<file path="src/rtl/dist_scan_pkg.sv">
// Shared types and constants for the pair-distance scan engine.
package dist_scan_pkg;

  localparam int unsigned N_VALS    = 32;
  localparam int unsigned N_PAIRS   = N_VALS * (N_VALS - 1) / 2;
  localparam int unsigned LOAD_CYC  = 2 * N_VALS;
  localparam int unsigned WRITE_CYC = 4;

  localparam logic [15:0] MIN_INIT = 16'hFFFF;
  localparam logic [15:0] MAX_INIT = 16'h0000;

  typedef enum logic [2:0] {IDLE, LOAD, SCAN, WRITE, DONE} state_t;

endpackage

</file>
<file path="src/rtl/abs_diff16.sv">
// Unsigned magnitude of the difference of two signed 16-bit operands.
module abs_diff16 (
  input  logic signed [15:0] i_a,
  input  logic signed [15:0] i_b,
  output logic        [15:0] o_dist
);

  logic signed [16:0] w_diff;
  logic signed [16:0] w_neg;

  // 17 bits hold the full range, so |a-b| <= 65535 always fits in 16.
  assign w_diff = {i_a[15], i_a} - {i_b[15], i_b};
  assign w_neg  = -w_diff;
  assign o_dist = w_diff[16] ? w_neg[15:0] : w_diff[15:0];

endmodule

</file>
<file path="src/rtl/dist_scan_engine.sv">
// Loads N_VALS big-endian operands, scans every unordered pair for min/max |a-b|,
// then writes both results back as big-endian halfwords.
module dist_scan_engine
  import dist_scan_pkg::*;
#(
  parameter int unsigned BASE_ADDR = 0,
  parameter int unsigned MIN_ADDR  = 66,
  parameter int unsigned MAX_ADDR  = 68,
  parameter int unsigned AW        = 8,
  localparam int unsigned IW       = $clog2(N_VALS)
) (
  input  logic          i_clk,
  input  logic          i_reset,
  input  logic          i_start,
  output logic [AW-1:0] o_mem_addr,
  input  logic [7:0]    i_mem_rd_data,
  output logic          o_mem_wr_en,
  output logic [7:0]    o_mem_wr_data,
  output logic          o_done,
  output logic [IW-1:0] o_min_i,
  output logic [IW-1:0] o_min_j,
  output logic [IW-1:0] o_max_i,
  output logic [IW-1:0] o_max_j
);

  localparam int unsigned CW = 10;
  localparam logic [CW-1:0] LOAD_LAST = CW'(LOAD_CYC - 1);
  localparam logic [CW-1:0] PAIR_LAST = CW'(N_PAIRS - 1);
  localparam logic [CW-1:0] WR_LAST   = CW'(WRITE_CYC - 1);

  state_t          r_state;
  logic [CW-1:0]   r_cnt;
  logic [AW-1:0]   r_addr;
  logic            r_wr_en;
  logic [7:0]      r_wr_data;
  logic            r_done;
  logic [15:0]     r_min, r_max;
  logic [IW-1:0]   r_min_i, r_min_j, r_max_i, r_max_j;
  logic [IW-1:0]   r_i, r_j;
  logic [15:0]     r_cache [N_VALS];

  logic signed [15:0] w_vi, w_vj;
  logic [15:0]        w_dist;
  logic               w_min_upd, w_max_upd;

  assign w_vi      = r_cache[r_i];
  assign w_vj      = r_cache[r_j];
  assign w_min_upd = (w_dist < r_min);
  assign w_max_upd = (w_dist > r_max);

  abs_diff16 u_abs (
    .i_a    (w_vi),
    .i_b    (w_vj),
    .o_dist (w_dist)
  );

  always_ff @(posedge i_clk) begin
    if (i_reset) begin
      r_state   <= IDLE;
      r_cnt     <= '0;
      r_addr    <= '0;
      r_wr_en   <= 1'b0;
      r_wr_data <= '0;
      r_done    <= 1'b0;
      r_min     <= MIN_INIT;
      r_max     <= MAX_INIT;
      r_min_i   <= '0;
      r_min_j   <= '0;
      r_max_i   <= '0;
      r_max_j   <= '0;
      r_i       <= '0;
      r_j       <= '0;
    end else begin
      unique case (r_state)
        IDLE, DONE: begin
          if (i_start) begin
            r_state <= LOAD;
            r_cnt   <= '0;
            r_addr  <= AW'(BASE_ADDR);
            r_done  <= 1'b0;
            r_min   <= MIN_INIT;
            r_max   <= MAX_INIT;
            r_min_i <= '0;
            r_min_j <= '0;
            r_max_i <= '0;
            r_max_j <= '0;
            r_i     <= '0;
            r_j     <= IW'(1);
          end
        end
        LOAD: begin
          if (r_cnt[0]) r_cache[r_cnt[IW:1]][7:0]  <= i_mem_rd_data;
          else          r_cache[r_cnt[IW:1]][15:8] <= i_mem_rd_data;
          if (r_cnt == LOAD_LAST) begin
            r_state <= SCAN;
            r_cnt   <= '0;
            r_addr  <= '0;
          end else begin
            r_cnt  <= r_cnt + CW'(1);
            r_addr <= r_addr + AW'(1);
          end
        end
        SCAN: begin
          if (w_min_upd) begin
            r_min   <= w_dist;
            r_min_i <= r_i;
            r_min_j <= r_j;
          end
          if (w_max_upd) begin
            r_max   <= w_dist;
            r_max_i <= r_i;
            r_max_j <= r_j;
          end
          if (r_j == IW'(N_VALS - 1)) begin
            r_i <= r_i + IW'(1);
            r_j <= r_i + IW'(2);
          end else begin
            r_j <= r_j + IW'(1);
          end
          // The last pair may still move min, so the first byte uses the bypassed value.
          if (r_cnt == PAIR_LAST) begin
            r_state   <= WRITE;
            r_cnt     <= '0;
            r_addr    <= AW'(MIN_ADDR);
            r_wr_en   <= 1'b1;
            r_wr_data <= w_min_upd ? w_dist[15:8] : r_min[15:8];
          end else begin
            r_cnt <= r_cnt + CW'(1);
          end
        end
        WRITE: begin
          r_cnt <= r_cnt + CW'(1);
          if (r_cnt == WR_LAST) begin
            r_state   <= DONE;
            r_wr_en   <= 1'b0;
            r_addr    <= '0;
            r_wr_data <= '0;
            r_done    <= 1'b1;
          end else begin
            case (r_cnt[1:0])
              2'd0: begin
                r_addr    <= AW'(MIN_ADDR + 1);
                r_wr_data <= r_min[7:0];
              end
              2'd1: begin
                r_addr    <= AW'(MAX_ADDR);
                r_wr_data <= r_max[15:8];
              end
              default: begin
                r_addr    <= AW'(MAX_ADDR + 1);
                r_wr_data <= r_max[7:0];
              end
            endcase
          end
        end
        default: r_state <= IDLE;
      endcase
    end
  end

  assign o_mem_addr    = r_addr;
  assign o_mem_wr_en   = r_wr_en;
  assign o_mem_wr_data = r_wr_data;
  assign o_done        = r_done;
  assign o_min_i       = r_min_i;
  assign o_min_j       = r_min_j;
  assign o_max_i       = r_max_i;
  assign o_max_j       = r_max_j;

endmodule

</file>
<file path="config.mk">
export PLATFORM = sky130hd
export DESIGN_NAME = dist_scan_engine
export DESIGN_NICKNAME = d
export VERILOG_FILES = /design/src/rtl/dist_scan_pkg.sv /design/src/rtl/abs_diff16.sv /design/src/rtl/dist_scan_engine.sv
export SDC_FILE = /design/constraint.sdc
export NUM_CORES = 1
export LEC_CHECK = 0
export CAP_MARGIN = 20
export CORE_UTILIZATION = 56
export DETAILED_ROUTE_END_ITERATION = 12
export PLACE_DENSITY_LB_ADDON = 0.05
export REMOVE_ABC_BUFFERS = 1
export SETUP_SLACK_MARGIN = 0.2
export SLEW_MARGIN = 20
export SYNTH_ARGS = -nofsm -noshare
export SYNTH_HDL_FRONTEND = slang
export SYNTH_SLANG_ARGS = --single-unit
</file>
<file path="constraint.sdc">
create_clock -name i_clk -period 7.4 [get_ports i_clk]
set_input_delay 1.11 -clock i_clk [delete_from_list [all_inputs] [get_ports i_clk]]
set_output_delay 1.11 -clock i_clk [all_outputs]
set_load 0.02 [all_outputs]
</file>
Word-level counts from Yosys, hierarchy flattened
Memories as Yosys holds them, arrays and structs flattened. A register that Yosys moved wholly into a read port is not among the register bits.
Cells that the tools add are included.
Widths: inputs -> output; s select.
Storage, ports and cells
  bits in registers: 93
  bits in read-only memories: 0
  bits in latches: 0
  logic and storage cells: 116
  bits of input ports: 11
  memories: 1
  RAM bits: 512
Operators by class
  reductions and logical operators: 17
  $mul: 0
  $lt $le $gt $ge: 2
  bitwise gates (word level): 0
  divide/modulo/power cells: 0
  shifts and indexed selects: 0
  multiplexer cells: 59
  add/subtract/negate cells: 7
  equal/unequal tests: 16
Memory list
  r_cache: depth 32, width 16, read ports 2, clocked after memory_dff 2, write ports 1, RTL line dist_scan_engine.sv:40  | logic [15:0] r_cache [N_VALS];
Operator list (count)
  $mux 16: 5
  $pmux 16 s2: 2
  $mux 5: 12
  $pmux 5 s2: 6
  $mux 8: 6
  $pmux 10 s4: 1
  $pmux 8 s2: 2
  $pmux 8 s4: 1
  $mux 10: 3
  $reduce_and 3->1: 6
  $sub 16x16->17: 1
  $gt 16x16->1: 1
  $lt 16x16->1: 1
  $neg 16->16: 1
  $ne 2x2->1 const B: 7
  $mux 1: 12
  $mux 3: 4
  $pmux 3 s4: 1
  $add 10x1->10 const B: 1
  $add 5x1->5 const B: 2
  $eq 10x2->1 const B: 1
  $eq 10x6->1 const B: 1
  $eq 10x9->1 const B: 1
  $add 8x1->8 const B: 1
  other kinds (16): 22

Depth between registers and ports, before layout
  depth after elaboration: 7
  mapped depth: 28
  depth with buffers taken out: 23

By module
Synthesis repeated with hierarchy kept, for this count alone.
Second synthesis, totals
  cells, all modules: 1833
  area total of the unflattened synthesis: 30191.5 um^2
By module, submodules not included
  dist_scan_engine: area each 28929.0 um^2, times used 1, cells each 1663
  abs_diff16: area each 1262.5 um^2, times used 1, cells each 170

Worst setup path before layout
No wires, ideal clock.
  path type: register to register
  from: register (tool-made name)
  to: register r_wr_data[1] (netlist: o_mem_wr_data[1])
  period minus slack after synthesis: 7234 ps
  setup slack: 166 ps
  stages on the path, launching flop included: 27
  data arrival time: 7143 ps
  cell sequence: dfxtp_1 -> clkbuf_1 -> buf_1 -> mux4_2 -> mux4_2 -> mux2i_1 -> ha_1 -> inv_1 -> fa_1 -> a21o_1 -> a221oi_2 -> or4_1 -> nand3_2 -> or4_1 -> buf_2 -> or3_4 -> a211o_1 -> nor3_2 -> ha_1 -> and4_1 -> a221o_1 -> inv_1 -> and2_1 -> clkbuf_1 -> o21a_1 -> o21ai_0 -> a311oi_1
RTL lines
  end signal: assignment: RTL line dist_scan_engine.sv:126  | r_wr_data <= w_min_upd ? w_dist[15:8] : r_min[15:8];
  end signal: assignment: RTL line dist_scan_engine.sv:143  | r_wr_data <= r_min[7:0];
  end signal: assignment: RTL line dist_scan_engine.sv:147  | r_wr_data <= r_max[15:8];
  end: declaration: RTL line dist_scan_engine.sv:35  | logic [7:0] r_wr_data;

==> results.tsv <==
stage	metric	value	unit
worst_setup_path	Critical Path End	r_min[0]$_SDFFE_PP1P_	
synthesis	Synth Instances	1855	
finish	most common cell after layout, fill and taps aside	sky130_fd_sc_hd__edfxtp_1	
synthesis	average size of a mapped cell	16.2	um2
worst_setup_path	Crit path max-delay family	simple AND/OR/NAND/NOR gates	
worst_setup_path	endpoint of the most critical register-to-register path	r_min[0]$_SDFFE_PP1P_	
global_routing	largest net degree at the start of global routing	68	
clock_tree	CTS hold repair buffers	0	
finish	Antenna Diode Count	0	
drt	drt initial violations	1878	
worst_setup_path	worst-case reg-to-reg path depth	24	
synthesis	fraction of synthesized cell area in xor and xnor cells	0.990	%
synthesis	most instantiated flip-flop cell in the synthesis netlist	sky130_fd_sc_hd__edfxtp_1	
drt	DRT antenna net count	0	
die	die footprint	54600	um2
finish	post-layout net count	1985	
synthesis	fraction of synthesis flops using an asynchronous set or reset pin	0	%
synthesis	post-synth top area share	51.1	%
drt	Vias/cell	6.81	
drt	total via count in the routed design	18000	
clock_tree	number of buffers created by CTS	66	
synthesis	biggest area contributors in the synthesized netlist	sky130_fd_sc_hd__edfxtp_1 51%, sky130_fd_sc_hd__mux4_2 24%, sky130_fd_sc_hd__dfxtp_1 6.9%	
synthesis	number of distinct library cell variants in the gate-level netlist after synthesis	75	
timing	max frequency	145	MHz
timing	crit share post-route	93.4	%
die	core outline area	52900	um2
clock_tree	clk_lat worst skew	600	ps
worst_setup_path	worst endpoint required time	7830	ps
finish	share of layout cells above drive strength 1	27.5	%
worst_setup_path	CP startpoint kind	register	
worst_hold_path	classification of the worst-slack hold path	reg2reg	
clock_tree	post-CTS clock slew at the launch and capture registers of the worst setup and hold paths	60	ps
synthesis	number of synthesized flops with an enable pin	512	
synthesis	Post-Synth Simple-Gate Area	5.91	%
synthesis	leading area contributor after synthesis	sky130_fd_sc_hd__edfxtp_1	
synthesis	Syn. warnings	0	
worst_setup_path	CP Class	reg2reg	
finish	top library cells by usage in the layout, fill and taps aside	512 x sky130_fd_sc_hd__edfxtp_1, 320 x sky130_fd_sc_hd__mux4_2, 123 x sky130_fd_sc_hd__nor2_1	
timing	Final Skew	17.3	ps
worst_setup_path	minimum setup slack among reg-to-reg paths	490	ps
die	I/O pin count	49	
finish	Filler Cells Inserted	3761	
finish	final cell count without fillers	2649	
worst_setup_path	Critical Path AT	7340	ps
global_routing	antenna violations before repair	1	
timing	clock period minus final worst setup slack	6910	ps
synthesis	proportion of synthesized chip area in sequential cells	58.0	%
synthesis	fraction of the mapped netlist area in compound gates	5.10	%
clock_tree	clock tree from TritonCTS	built	
timing	Rel. slew slack	23.3	%
synthesis	combinational family with the most area after synthesis	multiplexers	
drt	number of DRC violations after detailed routing	16	
status	violations in the final reports	design-rule violations	
global_routing	aggregate global routing overflow	0	
timing	Slew Limit Fails	0	
worst_setup_path	number of cells on the critical path	24	
timing	Final setup viols	0	
global_routing	first-pass GRT wire length	114000	um
drt	number of search-and-repair iterations in the first detailed-routing pass	9	
worst_setup_path	number of buffers and inverters on the critical path	4	
worst_setup_path	Critical Path Fanout Max	21	
die	Rows	84	
die	horizontal die dimension	234	um
synthesis	portion of netlist area occupied by mux cells	25.3	%
global_routing	via count of the first global-routing pass	17600	
flow_run	number of max-cap violations	0	
power	maximum VDD drop	0.299	mV
clock_tree	CTS H-Tree Depth	3	
worst_setup_path	kind of end point of the critical path	register	
placement	Detailed Place HPWL	51000	um
status	result of the run	complete, but fails checks	
timing	transition time of the tightest slew-check pin	1150	ps
clock_tree	CTS root buffer	sky130_fd_sc_hd__clkbuf_16	
timing	Final Hold Fails	0	
power	power per cell area	291	nW/um2
global_routing	total routing usage reported by global routing	28.9	%
worst_setup_path	cell-by-cell listing of the critical path	buf_12 -> mux4_2 -> mux4_2 -> mux2i_1 -> ha_1 -> inv_1 -> fa_1 -> a21o_1 -> a22oi_1 -> a32oi_1 -> a21boi_0 -> or4_4 -> or3_4 -> a211o_1 -> nor3_4 -> ha_1 -> and4_1 -> a221o_1 -> inv_1 -> nand3_2 -> nand2_1 -> buf_4 -> and3_1 -> o21ai_0	
placement	Final GP Congestion	0.911	
clock_tree	number of sinks on the clock net	615	
clock_tree	maximum clock path buffer count	3	
worst_setup_path	max incr delay on CP	600	ps
timing	setup repair after global routing missed its margin	no	
finish	synthesis-to-finish area growth	12.5	%
finish	final core utilization	64.0	%
placement	DP Cell Count	2529	
drt	drt wl/cell	28.8	um
drt	Routed Wire Length	76300	um
power	Total Power Consumption	9850	uW
synthesis	adder-cell share of the synthesized area	2.48	%
synthesis	number of synthesized register bits	615	
worst_setup_path	worst-path cell with the longest stage delay	sky130_fd_sc_hd__or4_4	
die	chip height	234	um
die	Initial Utilization	56.9	%
placement	quantity of I/O buffers inserted on ports	48	
synthesis	cell area after synthesis	30100	um2
power	Leak	0.0106	uW
## area by class of cell
type                    count  area, um2  area share (%)
clock buffers              83       1790            5.29
multi-input cells        1066      12100            35.6
inverters                  48        180           0.533
flip-flops and latches    615      17500            51.6
repair buffers            118       1190            3.51
clock inverters            31        302           0.891
well taps                 688        861            2.54
## how the worst min path moves through the flow
stage                                  from                 endpoint  cells after the start
global placement    o_min_j[3]$_SDFFE_PP0P_  o_min_j[3]$_SDFFE_PP0P_                      2
floorplan             r_max[1]$_SDFFE_PP0P_    r_max[1]$_SDFFE_PP0P_                      2
global route        o_min_j[1]$_SDFFE_PP0P_  o_min_j[1]$_SDFFE_PP0P_                      2
finish              o_max_i[0]$_SDFFE_PP0P_  o_max_i[0]$_SDFFE_PP0P_                      2
detailed placement  o_min_j[0]$_SDFFE_PP0P_  o_min_j[0]$_SDFFE_PP0P_                      2
CTS                 o_min_j[1]$_SDFFE_PP0P_  o_min_j[1]$_SDFFE_PP0P_                      2
## stage by stage
| step | TNS [ps] | hold slack (ps) | setup slack (ps) | area, um2 |
|---|---|---|---|---|
| floorplan | -218200 | 439 | -3900 | 29600 |
| global placement | 0 | 439 | 372 | 31600 |
| detailed placement | 0 | 446 | 269 | 31600 |
| CTS | 0 | 455 | 271 | 33700 |
| global route | 0 | 464 | 200 | 33800 |
| finish | 0 | 451 | 491 | 33800 |
## worst min-delay path: stages (launching register included)
cell                      delay (ps)
sky130_fd_sc_hd__dfxtp_1         310
sky130_fd_sc_hd__nand2_1          50
sky130_fd_sc_hd__a21oi_1          50
## metal layers
layer | GRT usage (%) | vias to the layer above | routed length, um
met5 | 0 | - | 13
met4 | 7.49 | 2 | 1660
met3 | 4.12 | 119 | 5890
met2 | 44.1 | 786 | 36100
met1 | 44.1 | 9421 | 32600
li1 | - | 7699 | -
## logic make-up (layout without fill, tap and decap cells)
group	after synthesis	in the layout
flops	615	615
xor+xnor	34	34
mux	359	359
buf+inv	174	280
compound gates	231	231
simple gates	383	383
fa+ha+maj	59	59
## Yosys cell counts (all sizes together) (9+ instances only)
cell	count
buf	35
nand2	110
o22ai	10
o21ai	39
mux2	16
nand3	35
and3	17
clkbuf	91
a21oi	78
nor2	124
ha	58
inv	48
mux4	320
or3	9
dfxtp	103
edfxtp	512
nor3	30
nand4	10
and2	11
a21o	20
mux2i	23
a22oi	10
xor2	13
xnor2	21
## timing repair
item                                    in CTS  in global routing
pin swaps                                    0                  1
resized for setup                            1                 19
endpoints found under the setup margin       1                 60
buffers inserted                             0                  5
## report_power, final
part / internal (uW) / switching, uW
registers: 3810 / 80.3
clock network: 1920 / 1340
logic: 1150 / 1550
total: 6880 / 2970
## flip-flops by register name, indices dropped and copies added, names as in the netlist, named ones only
register and count:
o_max_i 5, o_max_j 5, r_max 16, o_done 1, r_cnt 10, o_min_j 5, r_min 16, o_mem_addr 8
o_mem_wr_en 1, o_min_i 5, r_cache 512, r_j 5, r_state 3, o_mem_wr_data 8, r_i 5
Power figures use the tool's default switching activity.
